### src/rtl/pwm_pkg.sv
// Shared types for the pwm_deadband complementary output stage: FSM state encoding and defaults.
package pwm_pkg;

  localparam int unsigned DtWidthDefault = 8;

  // Encoding is visible on the debug state port, so the values are fixed.
  typedef enum logic [2:0] {
    StOff  = 3'd0,
    StHi   = 3'd1,
    StLo   = 3'd2,
    StDtHi = 3'd3,
    StDtLo = 3'd4
  } pwm_state_e;

  function automatic logic is_dead_phase(pwm_state_e s);
    return (s == StDtHi) || (s == StDtLo);
  endfunction

  function automatic logic is_drive_phase(pwm_state_e s);
    return (s == StHi) || (s == StLo);
  endfunction

endpackage

### src/rtl/pwm_deadband_if.sv
// Control/status bundle of the pwm_deadband stage.
// PWM_DEADBAND_MINPULSE_EN adds the min_on minimum-pulse input.
interface pwm_deadband_if #(
  parameter int unsigned DT_WIDTH = pwm_pkg::DtWidthDefault
) ();

  logic                pwm_in;
  logic                enable;
  logic [DT_WIDTH-1:0] dead;
  logic                fault;
  logic                fault_clr;
`ifdef PWM_DEADBAND_MINPULSE_EN
  logic [DT_WIDTH-1:0] min_on;
`endif
  logic                out_hi;
  logic                out_lo;
  logic                fault_latched;
  logic [2:0]          state;

`ifdef PWM_DEADBAND_MINPULSE_EN
  modport master (
    output pwm_in, enable, dead, fault, fault_clr, min_on,
    input  out_hi, out_lo, fault_latched, state
  );

  modport slave (
    input  pwm_in, enable, dead, fault, fault_clr, min_on,
    output out_hi, out_lo, fault_latched, state
  );
`else
  modport master (
    output pwm_in, enable, dead, fault, fault_clr,
    input  out_hi, out_lo, fault_latched, state
  );

  modport slave (
    input  pwm_in, enable, dead, fault, fault_clr,
    output out_hi, out_lo, fault_latched, state
  );
`endif

endinterface

### src/rtl/pwm_dtcounter.sv
// Loadable down-counter; saturates at zero and flags expiry while holding the value 1.
module pwm_dtcounter #(
  parameter int unsigned Width = 8
) (
  input  logic             clk_i,
  input  logic             rst_ni,
  input  logic             load_i,
  input  logic [Width-1:0] load_val_i,
  input  logic             dec_i,
  output logic [Width-1:0] value_o,
  output logic             expire_o
);

  logic [Width-1:0] cnt_q, cnt_d;

  always_comb begin
    cnt_d = cnt_q;
    if (load_i) begin
      cnt_d = load_val_i;
    end else if (dec_i && (cnt_q != '0)) begin
      cnt_d = cnt_q - Width'(1);
    end
  end

  always_ff @(posedge clk_i or negedge rst_ni) begin
    if (!rst_ni) begin
      cnt_q <= '0;
    end else begin
      cnt_q <= cnt_d;
    end
  end

  assign value_o  = cnt_q;
  assign expire_o = (cnt_q == Width'(1));

endmodule

### src/rtl/pwm_deadband.sv
// Complementary half-bridge drive with programmable dead time, latched fault and enable gate.
// Define PWM_DEADBAND_MINPULSE_EN to add a minimum on-time for the HI/LO phases.
module pwm_deadband
  import pwm_pkg::*;
#(
  parameter int unsigned DT_WIDTH = DtWidthDefault
) (
  input logic            clk,
  input logic            reset,
  pwm_deadband_if.slave  bus
);

  pwm_state_e state_q, state_d;
  logic       out_hi_q, out_lo_q;
  logic       fault_latched_q, fault_latched_d;

  logic [DT_WIDTH-1:0] dead_load;
  logic [DT_WIDTH-1:0] dt_value;
  logic                dt_load, dt_dec, dt_expire, dt_done;
  logic                min_ok;

  // A zero dead time still needs one both-low clock.
  assign dead_load = (bus.dead == '0) ? DT_WIDTH'(1) : bus.dead;
  assign dt_load   = is_dead_phase(state_d) && !is_dead_phase(state_q);
  assign dt_dec    = is_dead_phase(state_q);
  assign dt_done   = dt_expire || (dt_value == '0);

  pwm_dtcounter #(
    .Width (DT_WIDTH)
  ) u_dead_cnt (
    .clk_i      (clk),
    .rst_ni     (reset),
    .load_i     (dt_load),
    .load_val_i (dead_load),
    .dec_i      (dt_dec),
    .value_o    (dt_value),
    .expire_o   (dt_expire)
  );

`ifdef PWM_DEADBAND_MINPULSE_EN
  logic [DT_WIDTH-1:0] min_value;
  logic                min_load, min_dec, min_expire;

  assign min_load = is_drive_phase(state_d) && (state_d != state_q);
  assign min_dec  = is_drive_phase(state_q);
  // The edge where the counter leaves 1 is the first one allowed to switch.
  assign min_ok   = min_expire || (min_value == '0);

  pwm_dtcounter #(
    .Width (DT_WIDTH)
  ) u_min_cnt (
    .clk_i      (clk),
    .rst_ni     (reset),
    .load_i     (min_load),
    .load_val_i (bus.min_on),
    .dec_i      (min_dec),
    .value_o    (min_value),
    .expire_o   (min_expire)
  );
`else
  assign min_ok = 1'b1;
`endif

  always_comb begin
    state_d         = state_q;
    fault_latched_d = fault_latched_q & ~bus.fault_clr;
    if (bus.fault) begin
      state_d         = StOff;
      fault_latched_d = 1'b1;
    end else if (!bus.enable) begin
      state_d = StOff;
    end else begin
      unique case (state_q)
        StOff: begin
          if (!fault_latched_q) begin
            state_d = bus.pwm_in ? StDtHi : StDtLo;
          end
        end
        StHi: begin
          if (!bus.pwm_in && min_ok) begin
            state_d = StDtLo;
          end
        end
        StLo: begin
          if (bus.pwm_in && min_ok) begin
            state_d = StDtHi;
          end
        end
        StDtHi, StDtLo: begin
          // Level at expiry decides, so a pulse shorter than the dead time is swallowed.
          if (dt_done) begin
            state_d = bus.pwm_in ? StHi : StLo;
          end
        end
        default: state_d = StOff;
      endcase
    end
  end

  always_ff @(posedge clk or negedge reset) begin
    if (!reset) begin
      state_q         <= StOff;
      out_hi_q        <= 1'b0;
      out_lo_q        <= 1'b0;
      fault_latched_q <= 1'b0;
    end else begin
      state_q         <= state_d;
      out_hi_q        <= (state_d == StHi);
      out_lo_q        <= (state_d == StLo);
      fault_latched_q <= fault_latched_d;
    end
  end

  assign bus.out_hi        = out_hi_q;
  assign bus.out_lo        = out_lo_q;
  assign bus.fault_latched = fault_latched_q;
  assign bus.state         = state_q;

  a_never_both : assert property (@(posedge clk) disable iff (!reset) !(out_hi_q && out_lo_q));
  a_fault_off  : assert property (@(posedge clk) disable iff (!reset)
                                  fault_latched_q |-> (state_q == StOff));

endmodule
### src/flat_wrapper.sv
// flat-port wrapper written by rule: the top's interface ports become plain ports
module pwm_deadband_flat import pwm_pkg::*;
#(
  parameter int unsigned DT_WIDTH = DtWidthDefault
)
  (clk, reset, bus_pwm_in, bus_enable, bus_dead, bus_fault, bus_fault_clr, bus_out_hi, bus_out_lo, bus_fault_latched, bus_state);
  pwm_deadband_if #(.DT_WIDTH(DT_WIDTH)) bus_i ();
  input logic clk;
  input logic reset;
  input wire logic [$bits(bus_i.pwm_in)-1:0] bus_pwm_in;
  input wire logic [$bits(bus_i.enable)-1:0] bus_enable;
  input wire logic [$bits(bus_i.dead)-1:0] bus_dead;
  input wire logic [$bits(bus_i.fault)-1:0] bus_fault;
  input wire logic [$bits(bus_i.fault_clr)-1:0] bus_fault_clr;
  output wire logic [$bits(bus_i.out_hi)-1:0] bus_out_hi;
  output wire logic [$bits(bus_i.out_lo)-1:0] bus_out_lo;
  output wire logic [$bits(bus_i.fault_latched)-1:0] bus_fault_latched;
  output wire logic [$bits(bus_i.state)-1:0] bus_state;
  assign bus_i.pwm_in = bus_pwm_in;
  assign bus_i.enable = bus_enable;
  assign bus_i.dead = bus_dead;
  assign bus_i.fault = bus_fault;
  assign bus_i.fault_clr = bus_fault_clr;
  assign bus_out_hi = bus_i.out_hi;
  assign bus_out_lo = bus_i.out_lo;
  assign bus_fault_latched = bus_i.fault_latched;
  assign bus_state = bus_i.state;
  pwm_deadband #(.DT_WIDTH(DT_WIDTH)) u_core (.clk(clk), .reset(reset), .bus(bus_i));
endmodule
### config.mk
export PLATFORM = sky130hd
export DESIGN_NAME = pwm_deadband_flat
export DESIGN_NICKNAME = d
export VERILOG_FILES = /design/src/rtl/pwm_pkg.sv /design/src/rtl/pwm_deadband_if.sv /design/src/rtl/pwm_dtcounter.sv /design/src/rtl/pwm_deadband.sv /design/src/flat_wrapper.sv
export SDC_FILE = /design/constraint.sdc
export NUM_CORES = 1
export LEC_CHECK = 0
export ABC_CLOCK_PERIOD_IN_PS = 3150
export CORE_MARGIN = 2
export CORE_UTILIZATION = 25
export DETAILED_ROUTE_END_ITERATION = 8
export GPL_TIMING_DRIVEN = 1
export HOLD_SLACK_MARGIN = 0.12
export MAX_ROUTING_LAYER = met4
export PLACE_DENSITY = 0.53
export SETUP_SLACK_MARGIN = 0.4
export SYNTH_ARGS = -nofsm -noshare
export SYNTH_HDL_FRONTEND = slang
export SYNTH_SLANG_ARGS = --single-unit
### constraint.sdc
create_clock -name clk -period 3.15 [get_ports clk]
set_input_delay 0.63 -clock clk [delete_from_list [all_inputs] [get_ports clk]]
set_output_delay 0.63 -clock clk [all_outputs]
set_load 0.05 [all_outputs]
==> results of run 1 <==
sequential cells by signal (all words and copies together) (netlist names):
| name | cells |
|---|---|
| u_core.u_dead_cnt.value_o | 8 |
| u_core.bus.state | 3 |
| u_core.bus.fault_latched | 1 |
| u_core.bus.out_hi | 1 |
| u_core.bus.out_lo | 1 |
Yosys cell counts (2+ instances only):
master | instances | area share (%)
o31ai_1 | 4 | 3.2
a31oi_1 | 4 | 2.7
nor3_1 | 4 | 2.2
ha_1 | 3 | 4.1
mux2i_1 | 2 | 2.2
a21oi_1 | 6 | 3.2
or4_1 | 2 | 1.6
or3_1 | 2 | 1.4
dfrtp_1 | 14 | 38
nor4_1 | 2 | 1.4
o21ai_0 | 5 | 2.7
nand4b_1 | 3 | 2.8
inv_1 | 7 | 2.8
nor2_1 | 9 | 3.7
nand2_1 | 5 | 2.0
how the worst max path moves through the flow:
stage	slack, ns	depth (start not counted)	end	from
finish	0.87	1	bus_state[0]	u_core.bus.state[0]
global route	0.82	1	bus_state[0]	u_core.bus.state[0]
CTS	0.87	1	bus_state[0]	u_core.bus.state[0]
detailed placement	0.79	5	u_core.u_dead_cnt.value_o[1]	bus_pwm_in
global placement	0.86	5	u_core.u_dead_cnt.value_o[0]	bus_pwm_in
floorplan	1.20	5	u_core.u_dead_cnt.value_o[3]	u_core.bus.state[0]
power breakdown:
| group | internal, W | switching (W) |
|---|---|---|
| sequential | 0.000216 | 0.0000397 |
| combinational | 0.0000794 | 0.0000974 |
| clock | 0.000111 | 0.0000671 |
| total | 0.000406 | 0.000204 |
per-layer routing:
metal  vias up  routed length (um)  GRT usage [%]
met1       391                1100           14.5
met3         0                 130           2.95
li1        421                   -              -
met5         -                   0              -
met4         0                   0           3.19
met2        22                 893           16.4
layout make-up:
cell class	instances	area [um^2]
clock buffer	4	55.1
fill	368	2390
inverter	7	26.3
multi-input combinational	76	536
sequential	14	350
tap	48	60.1
timing repair buffer	19	190
through the flow:
stage | area, um^2 | cells | hold slack [ns]
2_1_floorplan | 925 | 99 | 0.334
3_3_place_gp | 1160 | 164 | 0.495
3_5_place_dp | 1160 | 164 | 0.544
4_1_cts | 1220 | 168 | 0.562
5_1_grt | 1220 | 168 | 0.613
6_report | 1220 | 168 | 0.556
cell families (layout without fill, tap and decap cells):
kind of cell | Yosys count | count (layout) | synth area share, %
xor gates and xnor gates | 1 | 1 | 0.947
adders and majority gates | 3 | 3 | 4.06
AOI/OAI and AO/OA | 30 | 30 | 22.6
buffers and inverters | 9 | 30 | 4.20
and+or+nand+nor | 40 | 40 | 28.1
DFF | 14 | 14 | 37.9
muxes | 2 | 2 | 2.17
==> flow_metrics.tcl, run 1 <==
set metrics [dict create \
    rsz0062_at_grt "no" \
    grt_usage_pct 10.9 \
    final-setup-viol-count 0 \
    hp-class "reg2reg" \
    final_antenna_net_count 0 \
    antenna_found_initial 0 \
    layout_commonest_cell "clkdlybuf4s50_1" \
    critical_path_class "reg2out" \
    synth_area_per_cell_um2 9.34 \
    post_cts_buffers 0 \
    initial_core_util_pct 25.6 \
    hold_depth 2 \
    core_mm2 0.00361 \
    clock_latency_ns 0.24 \
    cts_root_buffer "clkbuf_8" \
    synthCells 99 \
    htreeDepth 1 \
    cts_buffers 3 \
    area_delta_synth_final_pct 31.7 \
    cts_resized 0 \
    p_leak_nw 0.462 \
    drc_errors 0 \
    cts_tree "yes" \
    reg2reg_depth 6 \
    gp_congestion 0.785 \
    crit_arrival_ns 1.65 \
    yosysSeqAreaShare_pct 37.9 \
    clockBufferDepth 2 \
    syn_nets 116 \
    hold_viol_final 0 \
    setup_tns_ns 0 \
    worst_slew_pin_slew_ns 0.659 \
    setup_ws_ns 0.869 \
    postLayoutCoreUtil_pct 33.8 \
    drt_iter0_drc 62 \
    slowest_delay_ns 0.87 \
    grt-ovfl-total 0 \
    crit_buf_inv 1 \
    grt_pass1_wl_um 3480 \
    wl_um 2120 \
    holdBufCountCts 0 \
    die_w_um 64.8 \
    min_to "u_core.u_dead_cnt.value_o[1]" \
    max_cap_viol_count 0 \
    period_needed_ns 2.28 \
    rr_startpoint "u_core.u_dead_cnt.value_o[0]" \
    die_h_um 64.8 \
    vias 834 \
    ios 20 \
    antenna_cells 0 \
    crit_family "buffers and inverters" \
    yosys_warnings 0 \
    slew_headroom_pct 55.9 \
    vias_per_cell 4.96 \
    synth_edf_count 0 \
    ys_ff_latch 14 \
    cts.sinks 14 \
    yosysUniqueCellTypes 42 \
    die_area_mm2 0.00420 \
    pre_cts_slack_ns 0.785 \
    crit_fanout 10 \
    dominantRegCellSynth "dfrtp_1" \
    power_w 0.000610 \
    vdd_drop_max_uv 170 \
    powerDensity_mw_per_mm2 501 \
    fin_nets 138 \
    worst-r2r-setup-slack_ns 1.20 \
    detailed_place_hpwl_um 1540 \
    wl_per_cell_um 12.6 \
    fmax_mhz 438 \
    drive_above_1_share_pct 12.5 \
    status "finished, final reports clean" \
    end_kind "output pin" \
    path_cells "clkdlybuf4s50_1" \
    grt_pass1_vias 753 \
    hold_start "u_core.u_dead_cnt.value_o[1]" \
    rows 22 \
    drv_slew 0 \
    numPortBuffers 19 \
    path_clk_slew_ns 0.06 \
    cp.required_ns 2.52 \
    dr.pass1.iters 4 \
    grt_max_degree 17 \
    async_flop_share_pct 100 \
    slowest_stage "clkdlybuf4s50_1" \
    start_kind "flip-flop" \
    skew_ns 0.00462 \
    finalCritPeriodShare_pct 72.4 \
    final_cell_mix "clkdlybuf4s50_1 (19), dfrtp_1 (14), nor2_1 (9)" \
    syn-cell-area_um2 925 \
    rr_endpoint "u_core.u_dead_cnt.value_o[2]" \
]
Power figures use the tool's default switching activity.
==> inputs of run 2 (changes only) <==
ABC_CLOCK_PERIOD_IN_PS = 2300   (was 3150)
clock period = 2.3 ns   (was 3.15 ns; I/O delays follow)
==> run 2 against run 1 <==
Against the previous run:
- sequential power increased by 36%
- routed wire length unchanged
- cell area increased by 2.6%
- critical path depth unchanged
- clock skew about the same
- combinational power increased by 41%
- hold slack got worse by 0.028 ns
- non-clock buffer count increased by 2
- critical endpoint is now bus_out_lo
- largest cell class unchanged
==> flow_metrics.tcl, run 2 (same netlist as run 1, synthesis figures left out) <==
set metrics [dict create \
    status "finished, final reports clean" \
    end_kind "output pin" \
    crit_path_end "bus_out_lo" \
    fmax_mhz 553 \
    core_mm2 0.00361 \
    grt-ovfl-total 0 \
    crit_fanout 1 \
    slowest_stage "clkdlybuf4s50_1" \
    cts_root_buffer "clkbuf_8" \
    start_kind "flip-flop" \
    slowest_delay_ns 0.79 \
    period_needed_ns 1.81 \
    clock_latency_ns 0.25 \
    cts_tree "yes" \
    final-setup-viol-count 0 \
    vias 826 \
    drv_slew 0 \
    rsz0062_at_grt "yes" \
    detailed_place_hpwl_um 1560 \
    vdd_drop_max_uv 385 \
    initial_core_util_pct 25.6 \
    final_cell_mix "clkdlybuf4s50_1 (15), dfrtp_1 (12), nor2_1 (9)" \
    power_w 0.000806 \
    worst_slew_pin_slew_ns 0.669 \
    grt_pass1_vias 827 \
    grt_max_degree 17 \
    rows 22 \
    critical_path_class "reg2out" \
    p_leak_nw 0.490 \
    dp_cells 165 \
    hold_viol_final 0 \
    grt_usage_pct 12.0 \
    vias_per_cell 4.86 \
    rr_endpoint "u_core.u_dead_cnt.value_o[2]" \
    die_area_mm2 0.00420 \
    timing.critical_path.depth 1 \
    crit_family "buffers and inverters" \
    powerDensity_mw_per_mm2 645 \
    crit_start "u_core.bus.out_lo" \
    cts.sinks 14 \
    clockBufferDepth 2 \
    crit_buf_inv 1 \
    cp.required_ns 1.84 \
    pre_cts_slack_ns 0.239 \
    dr.pass1.iters 4 \
    wl_um 2120 \
    layout_commonest_cell "clkdlybuf4s50_1" \
    skew_ns 0.00432 \
    cts_buffers 3 \
    setup_ws_ns 0.491 \
    path_cells "clkdlybuf4s50_1" \
    antenna_cells 0 \
    max_cap_viol_count 0 \
    fin_nets 140 \
    worst-r2r-setup-slack_ns 0.52 \
    ios 20 \
    wl_per_cell_um 12.5 \
    final.fill_count 389 \
    slew_headroom_pct 55.2 \
    fin_cells 170 \
    drive_above_1_share_pct 17.2 \
    path_clk_slew_ns 0.06 \
    hp-class "reg2reg" \
    rr_startpoint "u_core.u_dead_cnt.value_o[0]" \
    numPortBuffers 19 \
    largest_register_ffs 8 \
    gp_congestion 0.795 \
    drt_iter0_drc 33 \
    die_w_um 64.8 \
    grt_pass1_wl_um 3810 \
    setup_tns_ns 0 \
    crit_arrival_ns 1.35 \
    final_antenna_net_count 0 \
    antenna_found_initial 0 \
    area_delta_synth_final_pct 35.0 \
    finalCritPeriodShare_pct 78.6 \
    holdBufCountCts 0 \
    htreeDepth 1 \
    reg2reg_depth 6 \
    drc_errors 0 \
    die_h_um 64.8 \
]
==> run 2: changes by cell type in the layout (fill, tap and decap cells not counted), moves of 2 or more <==
cell             change
buf_4                +2
clkdlybuf4s50_1      -4
dfrtp_1              -2
dfrtp_2              +2
dlygate4sd2_1        +4
==> run 2: what timing repair did <==
item                       CTS  global route
gates resized for setup      5             4
cloned                       0             0
buffers inserted             0             1
pin swaps                    0             1
setup endpoints to repair    7             7
==> run 2: power by group <==
part	switching, W	total, W	internal [W]
clock	0.0000865	0.000209	0.000123
sequential	0.0000520	0.000348	0.000296
combinational	0.000137	0.000249	0.000112
==> run 2: how the worst min path moves through the flow <==
| stage | startpoint | end | depth (start not counted) |
|---|---|---|---|
| after floorplan | reset | u_core.bus.fault_latched | 0 |
| after global placement | u_core.u_dead_cnt.value_o[1] | u_core.u_dead_cnt.value_o[1] | 2 |
| after detailed placement | u_core.u_dead_cnt.value_o[1] | u_core.u_dead_cnt.value_o[1] | 2 |
| after CTS | u_core.u_dead_cnt.value_o[1] | u_core.u_dead_cnt.value_o[1] | 2 |
| after global routing | u_core.u_dead_cnt.value_o[1] | u_core.u_dead_cnt.value_o[1] | 2 |
| final | u_core.u_dead_cnt.value_o[1] | u_core.u_dead_cnt.value_o[1] | 2 |
==> run 2: area by class of cell <==
class                   count  area (um^2)  area share [%]
flip-flops and latches     14          353            28.3
well taps                  48         60.1            4.81
multi-input cells          76          564            45.2
inverters                   7         26.3            2.10
clock buffers               4         45.0            3.61
repair buffers             21          200            16.0
==> run 2: per-layer routing <==
metal | track usage, % | up-vias | wire length (um)
met3 | 3.65 | 2 | 106
met5 | - | - | 0
met2 | 19.5 | 23 | 960
met4 | 3.19 | 0 | 14
met1 | 14.5 | 379 | 1040
li1 | - | 422 | -
==> run 2: stage by stage <==
step | util [%] | hold slack (ns) | instance area, um^2
4_1_cts | 33.8 | 0.521 | 1220
2_1_floorplan | - | 0.164 | 927
6_report | 34.6 | 0.528 | 1250
3_5_place_dp | 32.5 | 0.508 | 1170
5_1_grt | 34.6 | 0.558 | 1250
3_3_place_gp | 32.5 | 0.495 | 1170
==> inputs of run 3 (changes only) <==
ABC_CLOCK_PERIOD_IN_PS = 1450   (was 2300)
PLACE_DENSITY = 0.55   (was 0.53)
clock period = 1.45 ns   (was 2.3 ns; I/O delays follow)
==> run 3 against run 2 <==
Against the previous run:
- the run now ends with setup timing left
- largest cell class unchanged
- clock skew down 0.0028 ns
- clock-buffer cell count unchanged
- register-to-register slack worse by 0.73 ns
- routed wire length up 58%
==> flow_metrics.tcl, run 3 (same netlist as run 1, synthesis figures left out) <==
set metrics [dict create \
    clock_latency_ns 0.25 \
    vias_per_cell 4.87 \
    area_delta_synth_final_pct 114 \
    fin_nets 193 \
    drive_above_1_share_pct 60.0 \
    slowest_delay_ns 0.51 \
    layout_commonest_cell "buf_4" \
    cp.required_ns 1.62 \
    grt_pass1_vias 1169 \
    die_h_um 64.8 \
    vias 1087 \
    htreeDepth 1 \
    final_cell_mix "buf_4 (39), buf_6 (15), clkdlybuf4s50_1 (13)" \
    numPortBuffers 19 \
    status "finished, violations left" \
    cts_tree "yes" \
    cts.sinks 14 \
    die_area_mm2 0.00420 \
    wl_met3_um 167 \
    die_w_um 64.8 \
    path_clk_slew_ns 0.06 \
    fmax_mhz 602 \
    drc_errors 0 \
    reg2reg_depth 7 \
    cts_root_buffer "clkbuf_8" \
    grt-ovfl-total 0 \
    slowest_stage "or4b_4" \
    gp_congestion 0.790 \
    skew_ns 0.00154 \
    period_needed_ns 1.66 \
    antenna_cells 0 \
    start_kind "flip-flop" \
    antenna_found_initial 0 \
    largest_register_ffs 8 \
    slew_headroom_pct 72.0 \
    finalCritPeriodShare_pct 115 \
    holdBufCountCts 0 \
    core_mm2 0.00361 \
    wl_per_cell_um 15.0 \
    rows 22 \
    initial_core_util_pct 25.6 \
    wl_met2_um 1740 \
    wl_um 3340 \
    crit_arrival_ns 1.83 \
    grt_pass1_wl_um 5370 \
    rsz0062_at_grt "yes" \
    hp-class "in2async" \
    end_kind "flip-flop" \
    cts_buffers 3 \
    worst_slew_pin_slew_ns 0.417 \
    timing.hold.ws_ns 0.361 \
    clockBufferDepth 2 \
    max_cap_viol_count 0 \
    critical_path_class "reg2reg" \
    hold_viol_final 0 \
    fin_cells 223 \
    ios 20 \
    path_cells "inv_2 > ha_4 > or4b_4 > nand2_4 > buf_6 > o31ai_2 > a31oi_4" \
    grt_usage_pct 17.1 \
    top_layer "met4" \
    final_antenna_net_count 0 \
    dp_cells 196 \
    dr.pass1.iters 4 \
    wl_met1_um 1390 \
    violations "setup timing" \
    detailed_place_hpwl_um 1910 \
    powerDensity_mw_per_mm2 1020 \
    setup_tns_ns -1.88 \
    setup_ws_ns -0.211 \
    p_leak_nw 0.835 \
    drt_iter0_drc 34 \
    grt_max_degree 15 \
    final-setup-viol-count 13 \
    crit_fanout 5 \
    drv_slew 0 \
    vdd_drop_max_uv 508 \
]
==> run 3: cell count changes in the layout (fill, tap and decap cells not counted), moves of 4 or more <==
cell	before	now
buf_4	2	39
buf_6	0	15
buf_12	0	6
dlygate4sd2_1	4	0
==> run 3: metal layers <==
layer  up-vias  track usage [%]
met4         0             6.38
li1        533                -
met2        31             32.0
met5         -                -
met1       515             18.0
met3         8             2.78
==> run 3: metrics by stage <==
| step | setup slack (ns) | util [%] | cell area, um^2 | power [W] |
|---|---|---|---|---|
| finish | -0.211 | 55.0 | 1980 | 0.00202 |
| CTS | -0.233 | 51.1 | 1840 | 0.00181 |
| detailed placement | -0.346 | 42.1 | 1520 | 0.00123 |
| global placement | -0.313 | 42.1 | 1520 | 0.00121 |
| global route | -0.290 | 55.0 | 1980 | 0.00212 |
| floorplan | -0.256 | - | 988 | 0.000856 |
==> run 3: path summary, 6_finish.rpt <==
check                                        startpoint                      endpoint  slack (ns)
min in group clk           u_core.u_dead_cnt.value_o[1]  u_core.u_dead_cnt.value_o[1]        0.54
hold reg to reg            u_core.u_dead_cnt.value_o[1]  u_core.u_dead_cnt.value_o[1]        0.54
setup / recovery           u_core.u_dead_cnt.value_o[0]  u_core.u_dead_cnt.value_o[6]       -0.21
max in group asynchronous                         reset           u_core.bus.state[2]        0.89
hold / removal                                    reset           u_core.bus.state[1]        0.36
setup reg to reg           u_core.u_dead_cnt.value_o[0]  u_core.u_dead_cnt.value_o[6]       -0.21
==> run 3: cell type report <==
cell class / instances / area, um^2
fill: 307 / 1620
tap: 48 / 60.1
multi-input combinational: 77 / 774
inverter: 7 / 26.3
clock buffer: 4 / 55.1
timing repair buffer: 73 / 712
sequential: 14 / 354
==> run 3: report_power, final <==
group          internal (W)  leakage (nW)  total, W  switching (W)
clock              0.000241        0.0288  0.000396       0.000155
sequential         0.000469         0.165  0.000556      0.0000860
combinational      0.000606         0.642   0.00107       0.000466
total               0.00132         0.835   0.00202       0.000707
==> run 3: timing repair <==
item / in CTS / in global routing
cloned: 1 / 0
pin swaps: 23 / 11
setup endpoints to repair: 19 / 19
setup buffers: 14 / 8
resized for setup: 35 / 16
==> run 3: worst max-delay path, delay by kind of cell, from the launching register on <==
| kind | cells | cell delay [ns] |
|---|---|---|
| DFF | 1 | 0.39 |
| AOI/OAI and AO/OA | 2 | 0.23 |
| buffers and inverters | 2 | 0.19 |
| and+or+nand+nor | 2 | 0.64 |
| adders and majority gates | 1 | 0.14 |
==> patch (config.mk and constraints of run 3) <==
Change the package constant `DtWidthDefault` from 8 to 10.
--- a/src/rtl/pwm_pkg.sv
+++ b/src/rtl/pwm_pkg.sv
@@ -1,7 +1,7 @@
 // Shared types for the pwm_deadband complementary output stage: FSM state encoding and defaults.
 package pwm_pkg;
 
-  localparam int unsigned DtWidthDefault = 8;
+  localparam int unsigned DtWidthDefault = 10;
 
   // Encoding is visible on the debug state port, so the values are fixed.
   typedef enum logic [2:0] {
Ports: changed (resized bus_dead); port bits go from 20 to 22. No check against the original RTL was run, so the function may have changed too.
==> patch against run 3 <==
  * The run still ends with negative setup slack left
  * Worst setup slack got worse by 0.49 ns
  * Wire length shrank 7.2%
  * Cell area shrank 3.5%
  * Sequential share of layout area grew 3.3 points
  * Area after synthesis increased by 15%
  * Total power increased by 12%
  * Sequential cell count up 2
  * Critical path depth increased by 1
  * Via count grew 1.5%
==> patch: results (changes against run 3) <==
[global_routing]
grt_max_degree = 17  ; +2
grt_pass1_wl_mm = 5.18  ; -3.6%
grt.total_usage_pct = 13.6  ; -3.5 points
use_met2_pct = 25.3  ; -6.6 points
grt_pass1_vias = 1179  ; +0.86%
use_met3_pct = 3.63  ; +0.86 points

[routing]
wl_mm = 3.10  ; -7.2%
routedWlPerCell_um = 13.2  ; -12%
dr.first_iter.drc_count = 37  ; +8.8%
dr_wl_met2_mm = 1.61  ; -7.4%
wl_met3_um = 131  ; -22%
dr_total_vias = 1103  ; +1.5%

[place]
gp_congestion = 0.849  ; +7.5%
io_buffers = 21  ; +2
dp_hpwl_mm = 2.45  ; +28%
place_area_mm2 = 0.00175  ; +15%

[layout]
largest_register_ffs = 10  ; +2
n_antenna_cell = 0  ; unchanged
final_nets = 204  ; +5.7%

[status]
violations = negative setup slack
status = finished with violations

[power_and_ir_drop]
ir_drop_v = 0.000392  ; -23%
p_leak_uw = 0.000829  ; -0.72%

[clock_tree]
postCtsSetupBuffers = 5  ; -9
htreeDepth = 1  ; unchanged
cts-resized-gates = 11  ; -69%

[sta]
setup_viol = 15  ; +2
setup_tns_ns = -7.60  ; -5.72 ns
relSlewSlack_pct = 76.4  ; +4.4 points
setup_ws_ns = -0.702  ; -0.491 ns
clock_skew_ns = 0.00182  ; +0.000283 ns

[logic_synthesis]
synth-xor-area-share_pct = 5.76  ; +4.8 points
ys_seq_area_share_pct = 37.6  ; -0.29 points
ys_types = 36  ; -14%
synthTopCellsByArea = dfrtp_1 38%, o21ai_0 4.2%, mux2_4 4.2%
synth_nets = 130  ; +12%
avgSynthCellArea_um2 = 9.59  ; +2.7%
synth-compound-area-share_pct = 20.0  ; -2.6 points
synth_fa_ha_area_share_pct = 3.53  ; -0.53 points

[worst_setup_path]
cp_slowest_stage_delay_ns = 0.43  ; -0.08 ns
cp_max_fo = 3  ; -2
arrival_ns = 2.29  ; +0.46 ns
cp_slowest_cell = or4_4

## patch: cell count changes after synthesis, sizes merged, moves of 3 or more
cell and change:
nand4b -4, o21ai +3, a31oi -3, nand2b +3, nor4 +3, xnor2 +4
o31ai -4, inv -3, mux2 +4
## patch: final timing paths
kind	startpoint	to	slack, ns	depth (start not counted)
worst max-delay path	u_core.u_dead_cnt.value_o[1]$_DFFE_PN0P_	u_core.u_dead_cnt.value_o[1]$_DFFE_PN0P_	-0.70	8
worst min-delay path	reset	u_core.u_dead_cnt.value_o[1]$_DFFE_PN0P_	0.36	2
worst max register to register	u_core.u_dead_cnt.value_o[1]$_DFFE_PN0P_	u_core.u_dead_cnt.value_o[1]$_DFFE_PN0P_	-0.70	8
worst min register to register	u_core.u_dead_cnt.value_o[9]$_DFFE_PN0P_	u_core.u_dead_cnt.value_o[9]$_DFFE_PN0P_	0.64	2
max in group asynchronous	reset	u_core.bus.state[0]$_DFF_PN0_	0.88	2
min in group clk	bus_fault_clr	u_core.bus.fault_latched$_DFF_PN0_	0.59	2
## patch: final cells by class
| type | instances | area [um2] |
|---|---|---|
| Sequential cell | 16 | 405 |
| Inverter | 4 | 15.0 |
| Tap cell | 50 | 62.6 |
| Multi-Input combinational cell | 88 | 688 |
| Fill cell | 394 | 2140 |
| Timing Repair Buffer | 72 | 687 |
| Clock buffer | 4 | 55.1 |
## patch: power by group
| group | internal (uW) | switching, uW |
|---|---|---|
| Combinational | 685 | 481 |
| Clock | 241 | 171 |
| Sequential | 582 | 111 |
| Total | 1510 | 764 |
## patch: worst max-delay path, delay by kind of cell (launching register included)
family	cells	cell delay [ns]
compound gates	3	0.78
fa+ha+maj	1	0.16
buf+inv	2	0.23
flops	1	0.38
simple gates	2	0.47
